`src/rtl/pipe_add_n.sv`:
```
// -----------------------------------------------------------------------------
// pipe_add_n
//   Pipelined N-bit adder/subtractor. The carry chain is split into K-bit
//   chunks, and each chunk is resolved in its own register stage. This gives
//   a throughput of one operation per clock at any width, with a latency of
//   STAGES = N/K cycles. A valid/ready handshake is used on both sides. The
//   whole pipe advances together, or holds together, based on one signal
//   (adv). Bubbles are not collapsed.
//
// Parameters
//   N  operand/result width. Must be a multiple of K.
//   K  bits resolved per pipeline stage.
//
// Ports
//   clk        clock; all state changes on the rising edge
//   rst        synchronous, active-high reset
//   in_valid   operand set (x, y, carry_in, sub) is valid
//   in_ready   block accepts an operand set this cycle (combinational)
//   x, y       operands A and B
//   carry_in   carry into bit 0; ignored when sub=1
//   sub        0: s = x + y + carry_in, 1: s = x - y
//   out_valid  s/co/ovf hold a valid result
//   out_ready  downstream accepts the result this cycle
//   s          result modulo 2^N
//   co         carry out of bit N-1 (in sub mode, 1 means no borrow)
//   ovf        two's-complement signed overflow
// -----------------------------------------------------------------------------
module pipe_add_n #(
    parameter int N = 16,
    parameter int K = 4
) (
    input  logic         clk,
    input  logic         rst,
    input  logic         in_valid,
    output logic         in_ready,
    input  logic [N-1:0] x,
    input  logic [N-1:0] y,
    input  logic         carry_in,
    input  logic         sub,
    output logic         out_valid,
    input  logic         out_ready,
    output logic [N-1:0] s,
    output logic         co,
    output logic         ovf
);

    localparam int STAGES = N / K;

    // One pipeline slot. The x_rem/y_rem fields hold the chunks that have not
    // been consumed yet. They are shifted down by K at each stage, so the next
    // chunk to add is always in bits [K-1:0]. The sign bits travel separately
    // because the overflow term needs them after the operands are used up.
    typedef struct packed {
        logic         valid;
        logic [N-1:0] sum;
        logic         carry;
        logic [N-1:0] x_rem;
        logic [N-1:0] y_rem;
        logic         x_msb;
        logic         yb_msb;
        logic         ovf;
    } stage_t;

    stage_t       stage_q   [STAGES];
    stage_t       stage_d   [STAGES];
    stage_t       stage_src [STAGES];
    logic [N-1:0] yb;
    logic [K:0]   chunk;
    logic         adv;

    // K-bit ripple of full-adder cells. Returns {carry_out, sum}.
    function automatic logic [K:0] ripple(input logic [K-1:0] a,
                                          input logic [K-1:0] b,
                                          input logic         ci);
        logic [K:0]   c;
        logic [K-1:0] r;
        c[0] = ci;
        for (int i = 0; i < K; i++) begin
            r[i]   = a[i] ^ b[i] ^ c[i];
            c[i+1] = (a[i] & b[i]) | (c[i] & (a[i] ^ b[i]));
        end
        return {c[K], r};
    endfunction

    // The whole pipe moves only when the output slot is empty or is being
    // drained. Otherwise every stage holds.
    assign adv      = ~out_valid | out_ready;
    assign in_ready = adv;

    always_comb begin
        // NOTE: every variable written here gets a default first. Then no path
        // leaves it unassigned, and no latch is inferred.
        yb        = '0;
        chunk     = '0;
        stage_src = '{default: '0};
        stage_d   = '{default: '0};

        // Subtraction is x + ~y + 1. The "+1" enters as the stage-0 carry.
        yb = sub ? ~y : y;

        stage_src[0].valid  = in_valid;
        stage_src[0].carry  = sub ? 1'b1 : carry_in;
        stage_src[0].x_rem  = x;
        stage_src[0].y_rem  = yb;
        stage_src[0].x_msb  = x[N-1];
        stage_src[0].yb_msb = yb[N-1];
        for (int j = 1; j < STAGES; j++) begin
            stage_src[j] = stage_q[j-1];
        end

        for (int j = 0; j < STAGES; j++) begin
            chunk                = ripple(stage_src[j].x_rem[K-1:0],
                                          stage_src[j].y_rem[K-1:0],
                                          stage_src[j].carry);
            stage_d[j]           = stage_src[j];
            // Bits above j*K are still zero in the incoming sum. OR-ing in
            // the new chunk therefore places it without disturbing lower bits.
            stage_d[j].sum       = stage_src[j].sum | (N'(chunk[K-1:0]) << (j * K));
            stage_d[j].carry     = chunk[K];
            stage_d[j].x_rem     = stage_src[j].x_rem >> K;
            stage_d[j].y_rem     = stage_src[j].y_rem >> K;
            // Overflow happens when both operand signs agree but the result
            // sign differs. This value is only meaningful in the last stage.
            stage_d[j].ovf       = (stage_src[j].x_msb ~^ stage_src[j].yb_msb) &
                                   (stage_d[j].sum[N-1] ^ stage_src[j].x_msb);
        end
    end

    always_ff @(posedge clk) begin
        // NOTE: the whole pipeline array is reset, not just the valid bits.
        // This is needed because s/co/ovf must read 0 after reset, and they
        // come straight from last-stage contents.
        if (rst) begin
            for (int j = 0; j < STAGES; j++) begin
                stage_q[j] <= '0;
            end
        end else if (adv) begin
            // NOTE: sequential state uses non-blocking assignment. All stages
            // then sample the previous-cycle values and shift in lockstep.
            for (int j = 0; j < STAGES; j++) begin
                stage_q[j] <= stage_d[j];
            end
        end
    end

    assign out_valid = stage_q[STAGES-1].valid;
    assign s         = stage_q[STAGES-1].sum;
    assign co        = stage_q[STAGES-1].carry;
    assign ovf       = stage_q[STAGES-1].ovf;

endmodule

```
`config.mk`:
```
export PLATFORM = sky130hd
export DESIGN_NAME = pipe_add_n
export DESIGN_NICKNAME = d
export VERILOG_FILES = /design/src/rtl/pipe_add_n.sv
export SDC_FILE = /design/constraint.sdc
export NUM_CORES = 1
export LEC_CHECK = 0
export CAP_MARGIN = 30
export CORE_MARGIN = 3
export CORE_UTILIZATION = 46
export DETAILED_ROUTE_END_ITERATION = 12
export PLACE_DENSITY = 0.7
export RECOVER_POWER = 25
export SYNTH_ARGS = -nofsm -noshare
export SYNTH_HDL_FRONTEND = slang
export SYNTH_SLANG_ARGS = --single-unit
```
`constraint.sdc`:
```
create_clock -name clk -period 3.4 [get_ports clk]
set_input_delay 0.34 -clock clk [delete_from_list [all_inputs] [get_ports clk]]
set_output_delay 0.34 -clock clk [all_outputs]
set_load 0.01 [all_outputs]
```
# ---- After elaboration in Yosys (flattened, before gate mapping)
# Memory sizes are Yosys's and may differ from the RTL's.
# Index checks and enable logic that the tools add are counted.
dict set report word_totals {
  mem_count 1
  output_inout_bits 20
  word_cells 113
  mem_bits_rw 180
  ff_bits 0
  inputBits 38
}
dict set report op_classes {
  bitwise_logic 101
  mux 11
}
# memory words width read_ports rd_clocked_by_memory_dff write_ports line
set memory_table {}
lappend memory_table {stage_q 4 45 4 0 4 64} ;# stage_t stage_q [STAGES];
# cell n
set op_table {}
lappend op_table {{two-way mux 45 bit} 4}
lappend op_table {{bitwise AND 1 bit} 36}
lappend op_table {{bitwise XOR 1 bit} 35}
lappend op_table {{bitwise OR 1 bit} 21}
lappend op_table {{two-way mux 16 bit} 1}
lappend op_table {{inverter 16 bit} 1}
lappend op_table {{bitwise OR 16 x 12 -> 16 bit} 1}
lappend op_table {{bitwise OR 16 bit} 1}
lappend op_table {{bitwise OR 16 x 8 -> 16 bit} 1}
lappend op_table {{two-way mux 1 bit} 6}
lappend op_table {{XNOR 1 bit} 4}
lappend op_table {{inverter 1 bit} 1}

# ---- Logic depth before layout (Yosys ltp)
# Gate-level depths: netlist of the first run.
# An unclocked memory read counts as a cell.
dict set report depth {
  word_depth 13
  mapped_depth 9
  mapped_depth_nobuf 9
}

# ---- Least setup slack after synthesis of the first run
# OpenSTA, ideal clock, no wires.
dict set report synth_timing {
  path_type {reg-to-reg}
  startpoint {mem stage_q[3][44] (netlist name)}
  endpoint {mem stage_q[0][10] (netlist name) (enable)}
  setup_ns 0.472
  arrival_time_ns 3.046
  period_less_slack_ns 3.518
  setup_slack_ns -0.118
  path_stages_with_launch 5
  n_path_buf 2
  t_required_ns 2.928
  path_cell_list {edfxtp_1 > nor2b_4 > buf_6 > buf_6 > nand2b_1}
}
# element line
set synth_lines {}
lappend synth_lines {{start, declared} 64}

==> flow_summary.yaml, run 1 <==
layout:
  drive_above_1_share_pct: 8.36
  reg.largest.list: "stage_q: 97 flops"
  nNetsFinal: 385
  syn_to_final_growth_pct: 18.3
  mostFrequentLayoutCells: "97 x edfxtp_1, 72 x nor3b_1, 37 x clkdlybuf4s50_1, 26 x inv_1, 19 x dlygate4sd3_1"
  antenna_cells: 0
  largest_reg_flops: 97
  fin_util_pct: 56.3
  final_common_cell: "edfxtp_1"
  top_register: "stage_q"
cts:
  cts_tree: "done"
  post_cts_buffers: 0
  cts_made_buffers: 9
  clock-root-buffer: "clkbuf_8"
  numClockSinks: 97
  cts_hold_buf: 0
  clk_pin_slew_worst_paths_ps: 90
  clock_latency_ps: 350
  cts_buffer_depth: 2
  htreeDepth: 3
  ctsResizeCount: 0
grt:
  overflow: 0
  antenna_found_initial: 0
  track_usage_pct: 11.6
  grt_pass1_vias: 2173
  grt_max_degree: 98
  grt_pass1_wl_um: 10200
critical_path:
  path_cells: "clkdlybuf4s50_1, xnor2_1, fa_1, fa_1, fa_1, inv_1, fa_1, nor3b_1"
  worstPathRequired_ps: 3440
  critPathLaunchType: "input port"
  critPathKind: "input port to register"
  slowest_stage: "clkdlybuf4s50_1"
  path_common_cell: "fa_1"
  endpoint_kind: "register"
  arrival_ps: 2820
  cp_max_fo: 4
  cp_slowest_stage_delay_ps: 540
placement:
  portBuffers: 57
  gp_congestion: 0.684
  hpwlAfterDp_um: 3510
sta:
  slew-limit-headroom_pct: -27.3
  fin_crit_ps: 2790
  hold_viol: 0
  fin_crit_sh_pct: 82.0
  setup_viol: 0
  finClkSkew_ps: 11.1
  rsz0062_at_grt: "no"
  finalSetupTns_ps: 0
  drv_slew: 98
  max_clock_freq_mhz: 359
  tightestPinTransition_ps: 1910
run:
  maxCapViolCount: 1
synth:
  post-synth-top-area-fraction_pct: 65.6
  netlist-cell-type-count: 17
  syn_inst: 281
  synth_warnings: 0
  synth_area_mm2: 0.00444
  yosysTopAreaCell: "edfxtp_1"
  synthTopCellsByArea: "edfxtp_1 66%, nor3b_1 12%, fa_1 7.2%"
  syn_nets: 336
  syn_avg_cell_area_um2: 15.8
  seq_area_frac_synth_pct: 65.6
  synth-seq-cells: 97
drt:
  antenna_left: 0
  drc_errors: 0
  drtPass1Iterations: 4
  vias: 2199
  drt_wl_total_um: 6030
  drt_iter0_markers: 109
  viasPerCell: 4.74
  wire_per_inst_um: 13.0
floorplan:
  core_area_mm2: 0.00933
  rows: 35
  die_y_um: 104
  start_util_pct: 47.6
  dieArea_mm2: 0.0109
  die_width_um: 104
  boundaryPins: 58
power:
  p_leak_nw: 1.98
  power_density_mw_per_mm2: 482
  irDropWorstVdd_mv: 0.224
status:
  violations: "capacitance limit, slew limit"
  outcome: "finished, violations left"
hold_path:
  hp-class: "register to register"
==> synth_stat cells (all sizes together) <==
master  number
nor3        24
nor2b        1
inv         26
fa          16
buf         18
xnor2       15
xor2         2
nor2         1
clkbuf       6
ha           1
nor3b       72
nor4         1
edfxtp      97
nand2b       1
==> critical path, delay by kind of cell <==
kind	cells	cell delay, ps
buf+inv	2	620
fa+ha+maj	4	1600
simple gates	1	140
xor+xnor	1	120
==> per-layer routing <==
layer  vias up  track usage, %  part of all wire [%]
met2        51            18.6                    47
met4         0            5.41                   1.8
met3         9            2.92                   4.5
li1       1094               -                     -
met5         -               0                     0
met1      1045            15.0                    47
==> cell families (layout without fill, tap and decap cells) <==
logic type                 Yosys count  after routing  synth area share, %
adders and majority gates           17             17                 7.50
xor gates and xnor gates            17             17                 3.36
buffers and inverters               50            104                 6.79
DFF                                 97             97                 65.6
and+or+nand+nor                    100            100                 16.7
==> where the power goes <==
| group | total, mW | switching (mW) | internal [mW] |
|---|---|---|---|
| logic | 0.240 | 0.104 | 0.136 |
| clock network | 0.858 | 0.372 | 0.486 |
| registers | 1.43 | 0.0222 | 1.41 |
| total | 2.53 | 0.498 | 2.03 |
==> final cells by class <==
cell class / count / area (um^2)
inverter: 26 / 97.6
clock buffer: 10 / 128
tap: 129 / 161
multi-input combinational: 134 / 1220
fill: 765 / 4080
clock inverter: 6 / 106
timing repair buffer: 62 / 628
sequential: 97 / 2910
==> worst paths after layout <==
path                                startpoint                           end  slack [ps]  depth (start not counted)
hold reg to reg   stage_q[1][22]$_SDFFCE_PN0P_  stage_q[2][18]$_SDFFCE_PN0P_         610                          1
setup reg to reg   stage_q[2][3]$_SDFFCE_PN0P_   stage_q[3][0]$_SDFFCE_PN0P_         880                          9
setup / recovery                           sub  stage_q[0][31]$_SDFFCE_PN0P_         610                          8
hold / removal    stage_q[1][22]$_SDFFCE_PN0P_  stage_q[2][18]$_SDFFCE_PN0P_         610                          1
==> stage by stage <==
stage                     total power, mW  hold slack [ps]  instance area [um^2]  setup slack (ps)  cells
final                                2.53              610                  5250               612    464
after global routing                 2.64              639                  5250               510    464
after CTS                            2.56              615                  5270               650    464
after detailed placement             1.71              589                  5030               257    448
after global placement               1.70              575                  5030               332    448
after floorplan                      1.62              570                  4440               674    281
No activity file was read; power rests on OpenSTA's default activity.
==> run 2: changes to the inputs <==
==> constraint.sdc (replaced) <==
create_clock -name clk -period 2.45 [get_ports clk]
set_input_delay 0.245 -clock clk [delete_from_list [all_inputs] [get_ports clk]]
set_output_delay 0.245 -clock clk [all_outputs]
set_load 0.01 [all_outputs]
==> run 2 against run 1 <==
Against the previous run: the run now ends clean; critical path depth rose by 1; non-clock buffer count rose by 7; combinational power rose by 46%; total power rose by 26%; worst hold slack got worse by 160 ps; sequential power rose by 39%; largest cell class unchanged.
==> flow_summary.yaml, run 2 (synthesized netlist as in run 1, its figures left out) <==
status:
  outcome: "finished, final reports clean"
layout:
  drive_above_1_share_pct: 12.0
  largest_reg_flops: 97
  nNetsFinal: 392
  top_register: "stage_q"
  fin_cells: 470
  syn_to_final_growth_pct: 18.1
  reg.largest.list: "stage_q: 97 flops"
  final_common_cell: "edfxtp_1"
  mostFrequentLayoutCells: "97 x edfxtp_1, 72 x nor3b_1, 54 x clkdlybuf4s50_1, 23 x inv_1, 16 x nor3_1"
  antenna_cells: 0
grt:
  track_usage_pct: 12.3
  antenna_found_initial: 0
  grt_max_degree: 60
  grt_pass1_wl_um: 10700
  grt_pass1_vias: 2287
  overflow: 0
cts:
  cts_hold_buf: 0
  cts_tree: "done"
  clk_pin_slew_worst_paths_ps: 90
  cts_made_buffers: 9
  clock-root-buffer: "clkbuf_8"
  htreeDepth: 3
  numClockSinks: 97
  clock_latency_ps: 340
  cts_buffer_depth: 2
critical_path:
  arrival_ps: 2500
  crit_start: "stage_q[2][3]$_SDFFCE_PN0P_"
  cp_num_buf_inv: 3
  endpoint_kind: "register"
  critPathKind: "register to register"
  cp_max_fo: 2
  worstPathRequired_ps: 2540
  r2r_start: "stage_q[2][3]$_SDFFCE_PN0P_"
  rr_worst_depth: 9
  cp_slowest_stage_delay_ps: 440
  path_common_cell: "fa_1"
  path_cells: "inv_2, fa_1, inv_1, fa_1, fa_2, inv_2, fa_1, xor2_1, nor4_2"
  slowest_stage: "fa_1"
  r2r-end: "stage_q[3][0]$_SDFFCE_PN0P_"
  worst_path_dominant_cell_family: "adder cells"
  critPathLaunchType: "register"
  r2r_slack_ps: 40
sta:
  drv_slew: 0
  holdWs_ps: 452
  finClkSkew_ps: 10.9
  max_clock_freq_mhz: 415
  fin_crit_sh_pct: 98.3
  slew-limit-headroom_pct: 46.4
  setup_viol: 0
  fin_crit_ps: 2410
  rsz0062_at_grt: "yes"
  setup_slack_ps: 40.7
  finalSetupTns_ps: 0
  tightestPinTransition_ps: 802
  hold_viol: 0
drt:
  drtPass1Iterations: 4
  viasPerCell: 4.74
  drt_iter0_markers: 70
  wire_per_inst_um: 13.2
  vias: 2227
  antenna_left: 0
  drc_errors: 0
  drt_wl_total_um: 6200
hold_path:
  holdPathStages: 2
  hp-class: "input port to register"
  min_from: "rst"
  hold_path_end: "stage_q[3][40]$_SDFFCE_PN0P_"
floorplan:
  core_area_mm2: 0.00933
  die_y_um: 104
  die_width_um: 104
  boundaryPins: 58
  start_util_pct: 47.6
  rows: 35
  dieArea_mm2: 0.0109
placement:
  hpwlAfterDp_um: 3960
  gp_congestion: 0.697
  portBuffers: 57
  place_ws_ps: -478
  dp_cells: 454
power:
  p_leak_nw: 1.92
  power_density_mw_per_mm2: 607
  irDropWorstVdd_mv: 0.272
run:
  maxCapViolCount: 0
[run 2: changes by cell type in the layout (fill, tap and decap cells not counted), sizes merged]
cell	previous run	this run
buf	4	11
dlygate4sd2	0	1
dlygate4sd3	19	0
bufinv	3	0
clkdlybuf4s50	37	54
clkinv	3	4
dlymetal6s2s	0	1
clkinvlp	0	1
[run 2: worst max path at each step]
stage | end | slack, ps | cells past startpoint
final | stage_q[3][0]$_SDFFCE_PN0P_ | 40 | 9
after global routing | stage_q[3][0]$_SDFFCE_PN0P_ | -50 | 9
after CTS | stage_q[0][31]$_SDFFCE_PN0P_ | 2 | 8
after detailed placement | stage_q[0][31]$_SDFFCE_PN0P_ | -480 | 8
after global placement | stage_q[0][31]$_SDFFCE_PN0P_ | -410 | 8
after floorplan | stage_q[0][31]$_SDFFCE_PN0P_ | -100 | 9
[run 2: final cells by class]
type | instances | area, um^2
timing repair buffer | 69 | 681
inverter | 26 | 97.6
multi-input combinational | 134 | 1240
clock buffer | 10 | 128
sequential | 97 | 2910
fill | 766 | 4090
tap | 129 | 161
clock inverter | 5 | 23.8
[run 2: worst register-to-register path: cells and delay by family (launching register included)]
| family | cells | cell delay, ps |
|---|---|---|
| adder cells (fa/ha/maj) | 4 | 1330 |
| flip-flops | 1 | 400 |
| XOR/XNOR | 1 | 200 |
| buffers and inverters | 3 | 190 |
| AND/OR/NAND/NOR | 1 | 50 |
[run 2: power by group]
| part | total (mW) | switching, mW | internal, mW |
|---|---|---|---|
| logic | 0.351 | 0.148 | 0.202 |
| registers | 1.99 | 0.0325 | 1.95 |
| clock network | 0.842 | 0.490 | 0.352 |
[run 2: through the flow]
step,area (um^2),utilization [%],total power [mW]
after floorplan,4450,-,2.24
after global placement,5100,54.6,2.36
after detailed placement,5100,54.6,2.38
after CTS,5250,56.3,3.21
after global routing,5240,56.2,3.33
final,5240,56.2,3.18
[run 2: timing repair]
item	CTS	global route
buffers inserted	0	1
pin swaps	2	1
setup endpoints to repair	2	3
cloned	0	0
gates resized for setup	4	4
[run 2: routing by layer]
metal	part of all wire (%)	up-vias	track usage (%)
met4	1.4	0	5.13
met5	0	-	0
met2	47	53	18.8
met1	47	1064	16.8
li1	-	1104	-
met3	4.1	6	3.17
